## config.mk

```make
export PLATFORM = sky130hd
export DESIGN_NAME = mem_arbiter
export DESIGN_NICKNAME = d
export VERILOG_FILES = /design/src/rtl/mem_arbiter_pkg.sv /design/src/rtl/mem_arbiter_rr_arb2.sv /design/src/rtl/mem_arbiter.sv
export SDC_FILE = /design/constraint.sdc
export NUM_CORES = 1
export LEC_CHECK = 0
export BUFFER_PORTS_ARGS = -buffer_cell sky130_fd_sc_hd__buf_2
export CAP_MARGIN = 25
export CORE_AREA = 2 2 106 108
export DETAILED_ROUTE_END_ITERATION = 7
export DIE_AREA = 0 0 108 110
export PLACE_DENSITY = 0.53
export SETUP_SLACK_MARGIN = 0.3
export SLEW_MARGIN = 20
export SYNTH_ARGS = -nofsm -noshare
export SYNTH_HDL_FRONTEND = slang
export SYNTH_SLANG_ARGS = --single-unit
```

## constraint.sdc

```tcl
create_clock -name clk -period 1.3 [get_ports clk]
set_input_delay 0.13 -clock clk [delete_from_list [all_inputs] [get_ports clk]]
set_output_delay 0.13 -clock clk [all_outputs]
set_load 0.1 [all_outputs]
```

## src/rtl/mem_arbiter_pkg.sv

```systemverilog
// Shared types and constants for the two-port (fetch/data) memory arbiter.
package mem_arbiter_pkg;

  typedef enum logic [1:0] {
    IDLE   = 2'd0,
    RSP_IF = 2'd1,
    RSP_D  = 2'd2
  } rsp_state_e;

  // The requester ID doubles as its bit position in the request/grant vectors
  typedef enum logic {
    REQ_IF = 1'b0,
    REQ_D  = 1'b1
  } req_id_e;

  localparam int unsigned DEF_ADDR_W = 4;
  localparam logic [1:0]  ALIGN_MASK = 2'b11;

  // Byte-address bits that must be zero for an in-range word access
  function automatic logic [31:0] addr_hi_mask(input int unsigned addr_w);
    return 32'hFFFF_FFFF << (addr_w + 32'd2);
  endfunction

  function automatic logic addr_legal(input logic [31:0] addr, input logic [31:0] hi_mask);
    return ((addr[1:0] & ALIGN_MASK) == 2'b00) && ((addr & hi_mask) == 32'h0000_0000);
  endfunction

endpackage

```

## src/rtl/mem_arbiter_rr_arb2.sv

```systemverilog
// Two-input round-robin picker; the requester not granted most recently wins a tie.
module rr_arb2
  import mem_arbiter_pkg::*;
(
  input  logic       clk,
  input  logic       rst,
  input  logic [1:0] req,
  output logic [1:0] gnt
);

  req_id_e last_r;

  // One-hot grant selection from the requests and the last-winner pointer
  always_comb begin
    gnt = 2'b00;
    if (rst) begin
      gnt = 2'b00;
    end else if (req == 2'b11) begin
      gnt = (last_r == REQ_IF) ? 2'b10 : 2'b01;
    end else begin
      gnt = req;
    end
  end

  // Pointer follows every grant; reset makes data win the first contention
  always_ff @(posedge clk or posedge rst) begin
    if (rst) begin
      last_r <= REQ_IF;
    end else if (gnt[REQ_D]) begin
      last_r <= REQ_D;
    end else if (gnt[REQ_IF]) begin
      last_r <= REQ_IF;
    end else begin
      last_r <= last_r;
    end
  end

endmodule

```

## src/rtl/mem_arbiter.sv

```systemverilog
// Shares one synchronous memory between a fetch port and a load/store port,
// one grant per cycle, response exactly one cycle after the grant.
module mem_arbiter
  import mem_arbiter_pkg::*;
#(
  parameter int unsigned ADDR_W = DEF_ADDR_W,
  parameter int unsigned DATA_W = 32
) (
  input  logic              clk,
  input  logic              rst,
  input  logic              if_req,
  input  logic [31:0]       if_addr,
  output logic              if_gnt,
  output logic              if_rsp,
  output logic [DATA_W-1:0] if_rdata,
  output logic              if_err,
  input  logic              d_req,
  input  logic              d_we,
  input  logic [31:0]       d_addr,
  input  logic [DATA_W-1:0] d_wdata,
  output logic              d_gnt,
  output logic              d_rsp,
  output logic [DATA_W-1:0] d_rdata,
  output logic              d_err,
  output logic [31:0]       mem_addr,
  output logic              mem_rd,
  output logic              mem_wr,
  output logic [DATA_W-1:0] mem_wdata,
  input  logic [DATA_W-1:0] mem_rdata
);

  localparam logic [31:0] HI_MASK = addr_hi_mask(ADDR_W);

  logic [1:0] req_s;
  logic [1:0] gnt_s;
  logic       if_legal_s;
  logic       d_legal_s;
  rsp_state_e state_r;
  logic       err_r;
  logic       we_r;

  assign req_s = {d_req, if_req};

  rr_arb2 u_rr_arb2 (
    .clk (clk),
    .rst (rst),
    .req (req_s),
    .gnt (gnt_s)
  );

  assign if_gnt     = gnt_s[REQ_IF];
  assign d_gnt      = gnt_s[REQ_D];
  assign if_legal_s = addr_legal(if_addr, HI_MASK);
  assign d_legal_s  = addr_legal(d_addr, HI_MASK);

  // Memory port driven by the winner; illegal requests are granted but never touch memory
  always_comb begin
    mem_addr  = 32'h0000_0000;
    mem_wdata = {DATA_W{1'b0}};
    mem_rd    = 1'b0;
    mem_wr    = 1'b0;
    if (gnt_s[REQ_D]) begin
      mem_addr  = {{(32-ADDR_W){1'b0}}, d_addr[ADDR_W+1:2]};
      mem_wdata = d_wdata;
      mem_rd    = d_legal_s & ~d_we;
      mem_wr    = d_legal_s & d_we;
    end else if (gnt_s[REQ_IF]) begin
      mem_addr  = {{(32-ADDR_W){1'b0}}, if_addr[ADDR_W+1:2]};
      mem_rd    = if_legal_s;
    end else begin
      mem_rd    = 1'b0;
      mem_wr    = 1'b0;
    end
  end

  // Response owner: the state always reflects the previous cycle's grant
  always_ff @(posedge clk or posedge rst) begin
    if (rst) begin
      state_r <= IDLE;
      err_r   <= 1'b0;
      we_r    <= 1'b0;
    end else if (gnt_s[REQ_D]) begin
      state_r <= RSP_D;
      err_r   <= ~d_legal_s;
      we_r    <= d_we;
    end else if (gnt_s[REQ_IF]) begin
      state_r <= RSP_IF;
      err_r   <= ~if_legal_s;
      we_r    <= 1'b0;
    end else begin
      state_r <= IDLE;
      err_r   <= 1'b0;
      we_r    <= 1'b0;
    end
  end

  assign if_rsp   = (state_r == RSP_IF);
  assign if_err   = if_rsp & err_r;
  assign if_rdata = (if_rsp && !err_r) ? mem_rdata : {DATA_W{1'b0}};
  assign d_rsp    = (state_r == RSP_D);
  assign d_err    = d_rsp & err_r;
  assign d_rdata  = (d_rsp && !err_r && !we_r) ? mem_rdata : {DATA_W{1'b0}};

endmodule

```

After elaboration in Yosys (flattened, before gate mapping)
Cells that the tools add are included.
Storage, ports and cells
  memory bits (writable): 0
  memories: 0
  output and inout bits: 136
  bits in read-only memories: 0
  word-level logic and storage cells: 44
  bits of input ports: 133
  latch bits: 0
  register bits: 5
Cells by class
  shift-type cells: 0
  $add $sub $neg: 0
  eq/ne operators: 3
  bitwise logic cells: 7
  div/mod/pow operators: 0
  $mul: 0
  $lt $le $gt $ge: 0
  mux-type cells: 18
  reductions and logical operators: 12
Operators by type and width (number)
  32-bit two-way mux: 4
  32-bit zero test: 2
  1-bit two-way mux: 9
  2-bit two-way mux: 4
  1-bit logical AND: 5
  1-bit bitwise AND: 4
  2-bit == test (second input constant): 2
  2-bit zero test: 2
  4-bit two-way mux: 1
  1-bit NOT: 3
  2-bit by 1-bit == test with 1-bit output (second input constant): 1
  1-bit zero test: 2
  2-bit nonzero test: 1

Depth between registers and ports, before layout
Gate-level depths: netlist (run 1).
  depth after elaboration: 5
  mapped depth: 5
  gate-level depth less buffers: 4

Hierarchy
Synthesis (run 1) repeated with hierarchy kept, for this count alone.
Unflattened totals
  cell total of the unflattened synthesis: 188
  area, all modules: 1328.8 µm²
By module, submodules not included
  mem_arbiter: area an instance 1257.5 µm², cells each 180, times used 1
  rr_arb2: area an instance 71.3 µm², cells each 8, times used 1

Least setup slack after synthesis (run 1)
Ideal clock, no wire load.
  path kind: register -> output
  start point: reg state_r[0]
  end point: out d_rdata[10]
  path slack: -1346 ps
  buffers on the path: 1
  stages on the path, launching flop included: 5
  arrival: 2516 ps
  cells stage by stage: dfrtp_1 > nor2b_2 > nor3b_2 > buf_2 > and2_1
On the way
  word-level cells in the longest chain between the ends: 4
RTL lines
  start: declaration: RTL line mem_arbiter.sv:38  | rsp_state_e state_r;
  start signal: assignment: RTL line mem_arbiter.sv:79  | state_r <= IDLE;
  start signal: assignment: RTL line mem_arbiter.sv:83  | state_r <= RSP_D;
  start signal: assignment: RTL line mem_arbiter.sv:87  | state_r <= RSP_IF;
  2-bit == test: RTL line mem_arbiter.sv:100  | assign d_rsp = (state_r == RSP_D);
  named net d_rsp: RTL line mem_arbiter.sv:22  | output logic d_rsp,
  1-bit logical AND (2 in series): RTL line mem_arbiter.sv:102  | assign d_rdata = (d_rsp && !err_r && !we_r) ? mem_rdata : {DATA_W{1'b0}};
  32-bit two-way mux: RTL line mem_arbiter.sv:102
  end: declaration: RTL line mem_arbiter.sv:23  | output logic [DATA_W-1:0] d_rdata,
The timed path passes the listed nets, and every way through them passes these cells.

Worst setup path after layout (run 1)
  start point: reg state_r[1]
  end point: out if_rdata[7]
On the way
  word-level cells in the longest chain between the ends: 3
RTL lines
  2-bit by 1-bit == test with 1-bit output: RTL line mem_arbiter.sv:97  | assign if_rsp = (state_r == RSP_IF);
  1-bit logical AND: RTL line mem_arbiter.sv:99  | assign if_rdata = (if_rsp && !err_r) ? mem_rdata : {DATA_W{1'b0}};
  32-bit two-way mux: RTL line mem_arbiter.sv:99
  end: declaration: RTL line mem_arbiter.sv:15  | output logic [DATA_W-1:0] if_rdata,
No other way between the ends.

==> qor.yml, run 1 <==
status: "complete, but fails checks"
violations: "negative setup slack"
setup_viol: 108
die_x_um: 108
synth-seq-area-share: 0.0976
viasPerCell: 3.81
cts_tree: "done"
grt_use_total: 0.116
p_leak_uw: 0.00246
hold_viol_final: 0
hold_class: "input pin to flop"
fin_nets: 600
gp_congestion: 0.790
io_pins: 269
arrival_ns: 1.54
critical-path-slowest-cell: "dfrtp_1"
path_max_fanout: 8
max_cap_violations: 0
yosysUniqueCellTypes: 21
p_per_area_nw_per_um2: 653
netlist_top_cells_area: "and2_1 (49%), buf_4 (17%), dfrtp_1 (9.8%)"
vdd_drop_max_v: 0.000341
cts.sinks: 5
critPathCaptureType: "primary output"
drt-initial-drc-count: 29
grt_overflow: 0
cp-start-kind: "flop"
ant_nets: 0
num_antenna_cells: 0
synth_cells: 186
syn-mean-instance-area_um2: 6.90
cp_cell_sequence: "and2b_2, and2b_4, clkbuf_16, and2_4, buf_12"
io_buffers: 240
syn_area_um2: 1280
wirelength_um: 8330
vias: 2309
stdcell_area_um2: 5130
grt_pass1_wl_um: 10800
htreeDepth: 1
core_area_um2: 10700
dieArea_um2: 11900
slew_violations: 0
antenna_found_initial: 0
max_stage_delay_ns: 0.37
critical_path_class: "flop to primary output"
path_clk_slew_ns: 0.03
fmax_ghz: 0.600
finalClockSkew_ns: 0.000170
rsz0062_at_grt: "yes"
yosysWarnings: 0
numCtsBuffers: 3
synth_top_area_share: 0.488
worstPathRequired_ns: 1.17
clockBufferDepth: 2
layout-drive-gt1-share: 0.867
synth-seq-cells: 5
drc: 0
layout_worst_path_cycle_share: 1.28
power_uw: 3350
wl_per_cell_um: 13.7
dp_hpwl_um: 6790
die_h_um: 110
syn_to_final_growth_pct: 300
num_rows: 38
dr.pass1.iters: 3
clock_latency_ns: 0.22
dpl-instance-area_um2: 4570
start_util: 0.120
post-route-min-period_ns: 1.67
fin_util: 0.480
fin_ws_ns: -0.366
grt_start_max_net_pins: 33
grt_pass1_vias: 2257
synth_largest_area_cell: "and2_1"
root_buffer: "clkbuf_8"
==> timing repair <==
item	4_1_cts	5_1_grt
gates resized for setup	22	20
hold endpoints to repair	5	0
gates cloned	2	6
buffers inserted	15	7
pin swaps	9	41
hold buffers	1	0
setup endpoints to repair	110	111
==> flip-flops by register name, summed over array words and instances (netlist names) <==
| register | cells |
|---|---|
| we_r | 1 |
| state_r | 2 |
| err_r | 1 |
| u_rr_arb2.last_r | 1 |
==> final timing paths <==
path / startpoint / endpoint / slack [ns] / cells after the start
worst min-delay path: d_req / state_r[0]$_DFF_PP0_ / 0.22 / 3
max in group asynchronous: rst / u_rr_arb2.last_r$_DFFE_PP0P_ / 0.62 / 4
worst max-delay path: state_r[1]$_DFF_PP0_ / if_rdata[7] / -0.37 / 5
worst min register to register: u_rr_arb2.last_r$_DFFE_PP0P_ / u_rr_arb2.last_r$_DFFE_PP0P_ / 0.74 / 3
worst max register to register: u_rr_arb2.last_r$_DFFE_PP0P_ / err_r$_DFF_PP0_ / 0.05 / 8
min in group asynchronous: rst / we_r$_DFF_PP0_ / 0.49 / 4
==> where the power goes <==
group | switching (µW) | total [µW] | internal [µW]
logic | 1790 | 2880 | 1090
clock network | 73.2 | 283 | 210
registers | 16.8 | 190 | 173
total | 1880 | 3350 | 1470
==> cells by family (layout without fill, tap and decap cells) <==
kind of cell / Yosys count / in the layout / synth area share
simple gates: 128 / 128 / 0.623
compound gates: 11 / 11 / 0.0644
other cells: 1 / 28 / 0.00292
buf+inv: 41 / 294 / 0.212
flops: 5 / 5 / 0.0976
==> worst max-delay path, delay by kind of cell (launching register included) <==
family                 cells  cell delay, ns
and+or+nand+nor            3            0.61
DFF                        1            0.37
buffers and inverters      2            0.33
==> synthesized netlist by cell type (all sizes together) <==
master,count
and2,100
buf,36
nor4,14
dfrtp,5
a22o,4
a21oi,3
inv,3
o21ai,3
and2b,2
clkbuf,2
nand2,2
nand2b,2
nand3,2
nand4,2
nor2,2
a32o,1
conb,1
nor2b,1
nor3b,1
==> per-stage QoR <==
step	std cells	setup WS, ns	hold slack (ns)	TNS (ns)
floorplan	213	-0.575	-0.0915	-37.36
global placement	571	-0.137	0.159	-10.45
detailed placement	571	-0.172	0.163	-12.77
CTS	593	-0.387	0.225	-36.58
global route	606	-0.432	0.224	-40.51
finish	606	-0.366	0.218	-35.04
==> cell usage in the layout, fill, tap and decap left out, types with 3 or more instances in the layout <==
cell type and instances:
nor4_1 14, buf_2 132, buf_8 3, buf_12 115, and2_4 100, a22o_4 4
dfrtp_1 4, clkbuf_16 3, clkbuf_8 3, conb_1 28, buf_6 19, buf_4 12
==> metal layers <==
metal  track usage  share of wire  up-vias
met2         0.250           0.60      129
met1         0.111           0.31     1075
met5             0              0        -
met3        0.0229          0.084        2
li1              -              -     1103
met4        0.0247         0.0044        0
==> final cells by class <==
cell class | count | area, µm²
flip-flops and latches | 5 | 126
repair buffers | 287 | 3450
multi-input cells | 167 | 1320
inverters | 3 | 13.8
fillers | 966 | 5560
clock buffers | 4 | 45.0
well taps | 140 | 175
(Power assumes the default switching activity.)
==> run 2, diff against run 1 <==
Clock period 1.3 ns to 1.72 ns, I/O delays scaled along.
==> run 2 against run 1 <==
  * The flow still finishes with violations (negative setup slack)
  * Non-clock buffer count down 11
  * Die area is the same
  * Final cell count is 1.8% lower
  * Power decreased by 25%
  * Combinational power decreased by 25%
  * Utilization is 0.34 points lower
  * Clock skew is 0.0015 ns higher
  * Highest routed layer unchanged
==> qor.yml, run 2 (synthesis gave the netlist of run 1 again) <==
status: "complete, but fails checks"
violations: "negative setup slack"
layout_worst_path_cycle_share: 1.02
worstHoldPathCells: 2  # -1
setup_viol: 33  # -69%
r2r_slack_ns: 0.58  # +0.53 ns
antenna_found_initial: 0  # unchanged
die_x_um: 108  # unchanged
hold_viol_final: 0  # unchanged
viasPerCell: 3.80  # -0.27%
drt-initial-drc-count: 30  # +3.4%
die_h_um: 110  # unchanged
grt_overflow: 0  # unchanged
dpl-instance-area_um2: 4440  # -3.0%
cp-startpoint: "u_rr_arb2.last_r$_DFFE_PP0P_"
path_max_fanout: 5  # -3
largest_register_ffs: 2  # unchanged
clock_latency_ns: 0.22  # about the same
dr.pass1.iters: 3  # unchanged
arrival_ns: 1.58  # +0.04 ns
hold_end: "state_r[0]$_DFF_PP0_"
holdWs_ns: 0.201  # -0.0175 ns
ant_nets: 0  # unchanged
critical_path_class: "flop to primary output"
reg2reg_depth: 6  # -2
root_buffer: "clkbuf_8"
numCtsBuffers: 3  # unchanged
slew_violations: 0  # unchanged
cts_tree: "done"
finalClockSkew_ns: 0.00163  # +0.00146 ns
num_antenna_cells: 0  # unchanged
io_pins: 269  # unchanged
fin_util: 0.476  # -0.00339
cts.sinks: 5  # unchanged
hp-start: "d_req"
seq_area_um2: 126  # unchanged
drc: 0  # unchanged
vias: 2261  # -2.1%
path_clk_slew_ns: 0.04  # about the same
vdd_drop_max_v: 0.000353  # +3.3%
fmax_ghz: 0.572
grt_pass1_vias: 2242  # -0.66%
critPathCaptureType: "primary output"
grt_pass1_wl_um: 11300  # +5.1%
wl_per_cell_um: 14.2  # +3.5%
syn_to_final_growth_pct: 297
regMostFlops: "state_r"
stdcell_area_um2: 5100  # -0.71%
num-fill-cells: 1008  # +4.3%
grt_use_total: 0.121  # +0.00520
clockBufferDepth: 2  # unchanged
max_cap_violations: 0  # unchanged
post-route-min-period_ns: 1.75
multi_input_area_um2: 1310  # -0.76%
rsz0062_at_grt: "yes"
r2r_start: "u_rr_arb2.last_r$_DFFE_PP0P_"
start_util: 0.120  # unchanged
num_rows: 38  # unchanged
layout_common_cells: "buf_2 (132), buf_12 (113), and2_4 (98)"
grt_start_max_net_pins: 33  # unchanged
layout-drive-gt1-share: 0.859  # -0.00761
dp_hpwl_um: 6350  # -6.5%
dieArea_um2: 11900  # unchanged
layout_commonest_cell: "buf_2"
worstPathRequired_ns: 1.55  # +0.38 ns
cp-start-kind: "flop"
fin_ws_ns: -0.0284  # +0.338 ns
core_area_um2: 10700  # unchanged
wirelength_um: 8470  # +1.7%
htreeDepth: 1  # unchanged
gp_congestion: 0.725  # -8.2%
reg2reg_to: "err_r$_DFF_PP0_"
hold_class: "input pin to flop"
fin_nets: 589  # -1.8%
p_per_area_nw_per_um2: 495  # -24%
io_buffers: 240  # unchanged
p_leak_uw: 0.00243  # -1.3%
-- run 2: changes by cell type in the layout (fill, tap and decap cells not counted), moves of 2 or more --
| cell | delta |
|---|---|
| and2_4 | -2 |
| clkbuf_16 | +4 |
| buf_4 | -4 |
| buf_12 | -2 |
| buf_6 | -11 |
| buf_16 | +3 |
| and2_2 | +2 |
-- run 2: final cells by class --
| type | instances | area share |
|---|---|---|
| flip-flops and latches | 5 | 0.0248 |
| clock buffers | 4 | 0.00884 |
| inverters | 3 | 0.00270 |
| well taps | 140 | 0.0344 |
| repair buffers | 276 | 0.672 |
| multi-input cells | 167 | 0.257 |
-- run 2: routing by layer --
metal  routed length, µm  up-vias  global-route usage
li1                    -     1085                   -
met1                2850     1054               0.131
met2                4910      118               0.243
met3                 660        4              0.0223
met4                  52        0              0.0275
met5                   0        -                   0
-- run 2: timing repair --
item                                   4_1_cts  5_1_grt
setup endpoints to repair                  107      106
hold buffers                                 1        0
endpoints found under the hold margin        5        0
pin swaps                                   12       57
setup buffers                               14        5
gates cloned                                 5        8
resized for setup                           18       15
-- run 2: how the worst max path moves through the flow --
stage / endpoint / slack [ns] / cells past startpoint
finish: mem_wdata[20] / -0.03 / 7
global route: d_rdata[13] / -0.09 / 6
CTS: mem_wdata[11] / -0.03 / 7
detailed placement: d_rdata[0] / 0.19 / 5
global placement: mem_rd / 0.15 / 6
floorplan: d_rdata[10] / -0.20 / 4
-- run 2: metrics by stage --
step / total power [µW] / setup slack, ns / instances / setup TNS [ns]
after floorplan: 1470 / -0.197 / 213 / -10.20
after global placement: 2070 / 0.147 / 558 / 0
final: 2520 / -0.0284 / 595 / -0.564
after CTS: 2440 / -0.0317 / 582 / -1.50
after detailed placement: 2090 / 0.190 / 558 / 0
after global routing: 2610 / -0.0916 / 595 / -4.64
-- run 2: critical path, cell delays in order, from the launching register on --
cell and delay [ns]:
dfrtp_2 0.43, a21oi_4 0.16, buf_6 0.14, buf_12 0.11
buf_12 0.10, buf_12 0.10, and2_4 0.15, buf_12 0.17
-- run 2: report_power, final --
group | internal (µW) | switching [µW]
logic | 812 | 1350
clock network | 159 | 57.2
registers | 131 | 14.3
total | 1100 | 1420
==> run 3, diff against run 2 <==
Settings changed: CTS_BUF_LIST from default to sky130_fd_sc_hd__clkbuf_8.
==> run 3 against run 2 <==
  * The run still ends with negative setup slack left
  * Maximum frequency about the same
  * Flip-flop and latch count is the same
  * Cell area is the same
  * Power down 0.25%
  * Clock skew barely moved
==> qor.yml, run 3 (synthesis gave the netlist of run 1 again) <==
drt-initial-drc-count: 30  # unchanged
grt_start_max_net_pins: 33  # unchanged
critical_path_class: "flop to primary output"
num_rows: 38  # unchanged
power_uw: 2510  # -0.25%
finalClockSkew_ns: 0.00155  # -0.0000746 ns
r2r_slack_ns: 0.58  # about the same
clockBufferDepth: 2  # unchanged
vdd_drop_max_v: 0.000353  # about the same
hold_viol_final: 0  # unchanged
drc: 0  # unchanged
critPathCaptureType: "primary output"
ant_nets: 0  # unchanged
fin_nets: 589  # unchanged
num-fill-cells: 1008  # unchanged
viasPerCell: 3.79  # -0.13%
cts.sinks: 5  # unchanged
antenna_found_initial: 0  # unchanged
fmax_ghz: 0.572  # about the same
rsz0062_at_grt: "yes"
setup_viol: 33  # unchanged
die_x_um: 108  # unchanged
numCtsBuffers: 3  # unchanged
core_area_um2: 10700  # unchanged
cts_tree: "done"
vias: 2258  # -0.13%
grt_use_total: 0.121  # unchanged
clock_latency_ns: 0.22  # about the same
path_max_fanout: 5  # unchanged
p_leak_uw: 0.00243  # +0.17%
root_buffer: "clkbuf_8"
arrival_ns: 1.58  # about the same
syn_to_final_growth_pct: 297  # unchanged
slew_violations: 0  # unchanged
cp-start-kind: "flop"
post-route-min-period_ns: 1.75  # +0.000239 ns
violations: "negative setup slack"
grt_pass1_wl_um: 11300  # unchanged
htreeDepth: 1  # unchanged
max_cap_violations: 0  # unchanged
layout_commonest_cell: "buf_2"
holdWs_ns: 0.201  # +0.000578 ns
fin_util: 0.476  # unchanged
status: "complete, but fails checks"
regMostFlops: "state_r"
layout-drive-gt1-share: 0.859  # unchanged
start_util: 0.120  # unchanged
largest_register_ffs: 2  # unchanged
layout_worst_path_cycle_share: 1.02  # about the same
layout_common_cells: "buf_2 (132), buf_12 (113), and2_4 (98)"
gp_congestion: 0.725  # unchanged
num_antenna_cells: 0  # unchanged
wl_per_cell_um: 14.2  # about the same
fin_ws_ns: -0.0286  # -0.000238 ns
die_h_um: 110  # unchanged
io_buffers: 240  # unchanged
dp_hpwl_um: 6350  # unchanged
dr.pass1.iters: 3  # unchanged
wirelength_um: 8470  # about the same
dieArea_um2: 11900  # unchanged
io_pins: 269  # unchanged
grt_pass1_vias: 2242  # unchanged
grt_overflow: 0  # unchanged
worstPathRequired_ns: 1.55  # about the same
p_per_area_nw_per_um2: 493  # -0.25%
path_clk_slew_ns: 0.04  # about the same
hold_class: "input pin to flop"
-- run 3: layout make-up --
class	count	area [µm²]	area share
Tap cell	140	175	0.0344
Multi-Input combinational cell	167	1310	0.257
Sequential cell	5	126	0.0248
Timing Repair Buffer	276	3430	0.672
Clock inverter	1	3.75	0.000736
Inverter	3	13.8	0.00270
Clock buffer	3	41.3	0.00810
-- run 3: power breakdown --
part           leakage, µW  total, µW  internal, µW  switching (µW)
registers        0.0000634        145           131            14.4
logic              0.00234       2160           812            1350
clock network    0.0000269        210           153            57.2
-- run 3: worst paths after layout --
kind                                               from                      endpoint  depth (start not counted)
min in group asynchronous                           rst          state_r[1]$_DFF_PP0_                          3
hold / removal                                    d_req          state_r[0]$_DFF_PP0_                          2
setup / recovery           u_rr_arb2.last_r$_DFFE_PP0P_                 mem_wdata[20]                          7
setup reg to reg           u_rr_arb2.last_r$_DFFE_PP0P_               err_r$_DFF_PP0_                          6
max in group asynchronous                           rst  u_rr_arb2.last_r$_DFFE_PP0P_                          3
hold reg to reg            u_rr_arb2.last_r$_DFFE_PP0P_  u_rr_arb2.last_r$_DFFE_PP0P_                          2
-- run 3: layer usage --
layer  vias up  global-route usage  part of all wire
met5         -                   0                 0
met4         0              0.0275            0.0061
met3         4              0.0223             0.078
met2       118               0.243              0.58
met1      1051               0.131              0.34
li1       1085                   -                 -
-- run 3: timing repair --
item | 4_1_cts | 5_1_grt
endpoints found under the hold margin | 5 | 0
resized for setup | 18 | 15
setup endpoints to repair | 107 | 106
setup buffers | 14 | 5
pin swaps | 12 | 57
cloned | 5 | 8
hold buffers | 1 | 0
-- run 3: critical path, stage by stage (launching register included) --
cell and delay (ns):
dfrtp_2 0.43, a21oi_4 0.16, buf_6 0.14, buf_12 0.11, buf_12 0.10, buf_12 0.10, and2_4 0.15, buf_12 0.17
-- run 3: through the flow --
step / cells / instance area [µm²] / TNS, ns / setup WS [ns]
5_1_grt: 595 / 5100 / -4.65 / -0.0916
3_3_place_gp: 558 / 4440 / 0 / 0.147
3_5_place_dp: 558 / 4440 / 0 / 0.190
6_report: 595 / 5100 / -0.570 / -0.0286
4_1_cts: 582 / 4810 / -1.52 / -0.0324
2_1_floorplan: 213 / 1710 / -10.20 / -0.197
